$ cat src/rtl/handshake_pkg.sv
// -----------------------------------------------------------------------------
// handshake_pkg
// Shared definitions for the handshake_* dataflow channel units.
//   CHANNEL_WIDTH : default payload width of a channel
//   MIN_SLOTS     : smallest legal elastic FIFO depth
//   MAX_SLOTS     : largest legal elastic FIFO depth
//   hs_clog2()    : ceil(log2(n)), usable in parameter/localparam expressions
// -----------------------------------------------------------------------------
package handshake_pkg;

   localparam int unsigned CHANNEL_WIDTH = 32;
   localparam int unsigned MIN_SLOTS     = 2;
   localparam int unsigned MAX_SLOTS     = 64;

   // Bits needed to encode the values 0..n-1 (0 for n <= 1).
   function automatic int unsigned hs_clog2(input int unsigned n);
      int unsigned result;
      result = 0;
      for (int unsigned i = 0; i < 32; i++) begin
         if ((32'd1 << i) < n) begin
            result = i + 1;
         end
      end
      return result;
   endfunction

endpackage

$ cat src/rtl/handshake_fifo_ptr.sv
// -----------------------------------------------------------------------------
// handshake_fifo_ptr
// Wrap-around pointer counter for a FIFO of NUM_SLOTS entries. The counter
// returns to 0 after NUM_SLOTS-1, so depths need not be a power of two.
// Ports:
//   clk  : clock, rising edge
//   rst  : asynchronous active-high reset, clears ptr to 0
//   inc  : advance the pointer by one slot this cycle
//   ptr  : current slot index, hs_clog2(NUM_SLOTS) bits
// -----------------------------------------------------------------------------
module handshake_fifo_ptr
   import handshake_pkg::*;
#(
   parameter  int unsigned NUM_SLOTS = 4,
   localparam int unsigned PTR_W     = hs_clog2(NUM_SLOTS)
) (
   input  logic             clk,
   input  logic             rst,
   input  logic             inc,
   output logic [PTR_W-1:0] ptr
);

   localparam logic [PTR_W-1:0] LAST_SLOT = PTR_W'(NUM_SLOTS - 1);

   logic [PTR_W-1:0] ptr_q;
   logic [PTR_W-1:0] ptr_d;

   always_comb begin
      ptr_d = ptr_q;
      if (inc) begin
         ptr_d = (ptr_q == LAST_SLOT) ? '0 : ptr_q + PTR_W'(1);
      end
   end

   always_ff @(posedge clk or posedge rst) begin
      if (rst) begin
         ptr_q <= '0;
      end else begin
         ptr_q <= ptr_d;
      end
   end

   assign ptr = ptr_q;

endmodule

$ cat src/rtl/handshake_elastic_fifo.sv
// -----------------------------------------------------------------------------
// handshake_elastic_fifo
// Elastic FIFO for dataflow channels. outs/outs_valid come from registered
// storage and ins_ready depends only on the registered occupancy, cutting both
// the forward valid path and the backward ready path.
// A transfer happens on a rising edge where valid and ready are both high.
// Ports:
//   clk, rst   : clock; asynchronous active-high reset (clears all state)
//   ins        : upstream payload, DATA_WIDTH bits
//   ins_valid  : upstream valid
//   ins_ready  : high while count != NUM_SLOTS
//   outs       : downstream payload, slot[head]
//   outs_valid : high while count != 0
//   outs_ready : downstream ready
// Build option:
//   HANDSHAKE_FIFO_BYPASS_EN : when defined, an empty FIFO forwards ins to
//   outs combinationally; a token taken by downstream in that same cycle is
//   never written into storage.
// -----------------------------------------------------------------------------
module handshake_elastic_fifo
   import handshake_pkg::*;
#(
   parameter int unsigned DATA_WIDTH = CHANNEL_WIDTH,
   parameter int unsigned NUM_SLOTS  = 4
) (
   input  logic                  clk,
   input  logic                  rst,
   input  logic [DATA_WIDTH-1:0] ins,
   input  logic                  ins_valid,
   output logic                  ins_ready,
   output logic [DATA_WIDTH-1:0] outs,
   output logic                  outs_valid,
   input  logic                  outs_ready
);

   localparam int unsigned      PTR_W    = hs_clog2(NUM_SLOTS);
   localparam int unsigned      CNT_W    = hs_clog2(NUM_SLOTS + 1);
   localparam logic [CNT_W-1:0] FULL_CNT = CNT_W'(NUM_SLOTS);

   if (NUM_SLOTS < MIN_SLOTS || NUM_SLOTS > MAX_SLOTS) begin : g_bad_depth
      $error("handshake_elastic_fifo: NUM_SLOTS=%0d outside %0d..%0d",
             NUM_SLOTS, MIN_SLOTS, MAX_SLOTS);
   end

   logic [DATA_WIDTH-1:0] slot_q [NUM_SLOTS];
   logic [DATA_WIDTH-1:0] slot_d [NUM_SLOTS];
   logic [CNT_W-1:0]      count_q;
   logic [CNT_W-1:0]      count_d;
   logic [PTR_W-1:0]      head;
   logic [PTR_W-1:0]      tail;
   logic                  empty;
   logic                  bypass;
   logic                  push_store;
   logic                  pop_store;

   assign empty     = (count_q == '0);
   assign ins_ready = (count_q != FULL_CNT);

`ifdef HANDSHAKE_FIFO_BYPASS_EN
   assign outs_valid = !empty || ins_valid;
   assign outs       = empty ? ins : slot_q[head];
   // Token handed straight through to a ready consumer: storage is untouched.
   assign bypass     = empty && ins_valid && outs_ready;
`else
   assign outs_valid = !empty;
   assign outs       = slot_q[head];
   assign bypass     = 1'b0;
`endif

   assign push_store = ins_valid && ins_ready && !bypass;
   assign pop_store  = !empty && outs_ready;

   always_comb begin
      slot_d = slot_q;
      if (push_store) begin
         slot_d[tail] = ins;
      end
   end

   always_comb begin
      count_d = count_q;
      if (push_store && !pop_store) begin
         count_d = count_q + CNT_W'(1);
      end else if (!push_store && pop_store) begin
         count_d = count_q - CNT_W'(1);
      end
   end

   always_ff @(posedge clk or posedge rst) begin
      if (rst) begin
         count_q <= '0;
         slot_q  <= '{default: '0};
      end else begin
         count_q <= count_d;
         slot_q  <= slot_d;
      end
   end

   handshake_fifo_ptr #(
      .NUM_SLOTS(NUM_SLOTS)
   ) u_head_ptr (
      .clk(clk),
      .rst(rst),
      .inc(pop_store),
      .ptr(head)
   );

   handshake_fifo_ptr #(
      .NUM_SLOTS(NUM_SLOTS)
   ) u_tail_ptr (
      .clk(clk),
      .rst(rst),
      .inc(push_store),
      .ptr(tail)
   );

endmodule
$ cat config.mk
export PLATFORM = sky130hd
export DESIGN_NAME = handshake_elastic_fifo
export DESIGN_NICKNAME = d
export VERILOG_FILES = /design/src/rtl/handshake_pkg.sv /design/src/rtl/handshake_fifo_ptr.sv /design/src/rtl/handshake_elastic_fifo.sv
export SDC_FILE = /design/constraint.sdc
export NUM_CORES = 1
export LEC_CHECK = 0
export BUFFER_PORTS_ARGS = -buffer_cell sky130_fd_sc_hd__buf_2
export CORE_ASPECT_RATIO = 0.7
export CORE_MARGIN = 2
export CORE_UTILIZATION = 39
export CTS_CLUSTER_DIAMETER = 60
export DETAILED_ROUTE_END_ITERATION = 10
export SLEW_MARGIN = 20
export SYNTH_ARGS = -nofsm -noshare
export SYNTH_HDL_FRONTEND = slang
export SYNTH_SLANG_ARGS = --single-unit
$ cat constraint.sdc
create_clock -name clk -period 6.5 [get_ports clk]
set_input_delay 1.3 -clock clk [delete_from_list [all_inputs] [get_ports clk]]
set_output_delay 1.3 -clock clk [all_outputs]
set_load 0.02 [all_outputs]
==> results by group <==
Timing
  • Final Max Tran Viols: 0
  • Minimum clock period: 3.60 ns
  • Hold slack: 0.501 ns
  • Slew @ Worst Pin: 0.957 ns
  • Max Fclk: 278 MHz
  • RSZ-0062 raised after global routing: false
  • Final hold violations: 0
  • Final Skew: 0.00869 ns
  • Period utilization: 55.4%
  • Relative slew margins: 36.2%
  • Setup TNS: 0 ns
  • Final setup fails: 0

Global routing
  • Vias in the first global route: 3536
  • GRT overflow: 0
  • Initial antenna violation count: 1
  • GRT Total Usage: 15.3%
  • First-pass GRT wire length: 19.0 mm
  • Largest net degree at the start of global routing: 78

Synth
  • Ys async rst share: 100%
  • Share of the synthesized area in the top cell type: 56.4%
  • Syn_area_per_cell: 17.1 um^2
  • Unique masters post-synth: 17
  • Sequential element share of the synthesized area: 56.4%
  • Area contributors post-synth: dfrtp_1, mux2_2, mux4_2
  • Synth cell count leaders: dfrtp_1, mux2_2, mux4_2
  • Ys Warns: 0
  • Syn nets: 393
  • Syn Inst Count: 350
  • Seq cells post-synth: 135
  • Count leader, synth: dfrtp_1
  • Area leader, netlist: dfrtp_1
  • Top_reg_cell synth: dfrtp_1
  • EDFF count, synth: 0
  • Mapped Area: 5990 um^2

Place
  • Port buffer count: 69
  • Dpl cells: 598
  • Routability cong.: 0.679
  • Post-DP HPWL: 7.22 mm

Clock tree
  • Max clock buf depth: 2
  • H-tree depth: 4
  • Total CTS buffers: 17
  • Post CTS Setup Buffer Count: 0
  • Clock sink count: 135
  • Root Buffer: clkbuf_16
  • Post-CTS sizing: 0
  • CTS tree: done
  • Worst-path clk slew: 0.06 ns
  • Hold Buf Count CTS: 0
  • Clock Latency Late Sink: 0.41 ns

Pwr
  • Leak: 3.04 nW
  • Cell Pwr Density: 594 nW/um^2
  • Max IR drop VDD: 0.207 mV

Critical path
  • Worst EP arrival: 2.30 ns
  • CP peak stage delay: 0.59 ns
  • Worst EP required: 5.20 ns
  • Crit path buffers/inverters: 2
  • Worst Path Max Fanout: 23
  • Type of the worst setup path: flip-flop to primary output
  • Delay-heaviest family, CP: buffers and inverters
  • CP startpoint kind: flip-flop
  • CP endpoint kind: primary output
  • Worst-path cell chain: buf_4 > mux4_2 > buf_2
  • Critical Path Slowest Stage Cell: dfrtp_2

Routing
  • Routed wl met3: 642 um
  • Drt first pass iters: 4
  • DRC: 0
  • Detailed-route vias per instance: 5.10
  • Routed WL: 11.6 mm
  • Uppermost routed layer: met4
  • Iter 0 DRT Violations: 118
  • Routed len/inst: 18.3 um
  • Met1 WL: 5.43 mm
  • Metal2 WL: 5.40 mm
  • Routed Antenna Nets: 0
  • Total number of vias: 3227

Floorplan
  • Core area: 14900 um^2
  • Die height: 108 um
  • Die area: 16400 um^2
  • Row count: 37
  • Initial core utilization: 40.3%
  • I/O pins: 70
  • Die Width: 152 um

Finish
  • Finished Core Util: 48.1%
  • Final Non-Filler Cells: 633
  • Fraction of layout cells with a size suffix above 1: 64.5%
  • Area Overhead vs Synth: 19.4%
  • Final nets: 467

Min path
  • Hold Path Class: flip-flop to flip-flop

Run status
  • Outcome: complete, no violations

Flow run
  • Max_cap viols: 0
## area by class of cell
class                           instances  area, um^2
Fill cell                            1254        7710
Sequential cell                       135        3380
Multi-Input combinational cell        190        2450
Timing Repair Buffer                   75         450
Clock buffer                           17         425
Tap cell                              195         244
Clock inverter                         15         176
Inverter                                5        21.3
Antenna cell                            1        2.50
## kinds of logic after synthesis
kind of cell | synth area share (%)
muxes | 37.0
DFF | 56.4
buffers and inverters | 3.22
and+or+nand+nor | 1.34
adders and majority gates | 1.59
xor gates and xnor gates | 0.439
## report_power, final
group	switching, W	internal [W]	leakage, nW
registers	0.000283	0.00128	1.60
clock network	0.000365	0.000604	0.290
logic	0.000764	0.000951	1.15
total	0.00141	0.00283	3.04
## registers in the layout, indices dropped and copies added, names as in the netlist
name	flops
count_q	3
slot_q	128
u_head_ptr.ptr	2
u_tail_ptr.ptr	2
## metrics by stage
stage          cell area (um^2)  setup WS (ns)  power, W
2_1_floorplan              5990           1.59   0.00284
3_3_place_gp               6460           3.28   0.00323
3_5_place_dp               6490           3.27   0.00330
4_1_cts                    7090           2.83   0.00428
5_1_grt                    7150           2.72   0.00451
6_report                   7150           2.90   0.00424
## cell usage in the layout (no fill, tap or decap), drive strengths merged
master      n
mux4       32
diode       1
dfrtp     135
or3         1
xnor2       1
mux2      133
clkinv      6
nor3b       1
clkbuf     17
inv         8
fa          1
bufinv      3
xor2        2
nor2        7
and2b       1
clkinvlp    3
buf        75
ha          6
nand2       5
## layer usage
metal	vias to the layer above	GRT usage, %
li1	1452	-
met1	1703	20.0
met2	61	23.4
met3	11	6.28
met4	0	4.74
met5	-	0
## worst paths after layout
kind	startpoint	to	slack, ns	cells past startpoint
min in group asynchronous	rst	slot_q[97]	1.11	2
max reg2reg	count_q[1]	count_q[1]	4.15	6
max in group asynchronous	rst	slot_q[84]	4.05	3
min reg2reg	count_q[2]	count_q[2]	0.50	1
max	u_head_ptr.ptr[0]	outs[7]	2.90	3
min	count_q[2]	count_q[2]	0.50	1
## worst register-to-register path, stage by stage, from the launching register on
cell and delay [ns]:
dfrtp_1 0.44, nor3b_4 0.50, and2b_2 0.32, ha_1 0.23, inv_1 0.07, fa_1 0.41, mux2_2 0.27
(Power assumes the default switching activity.)
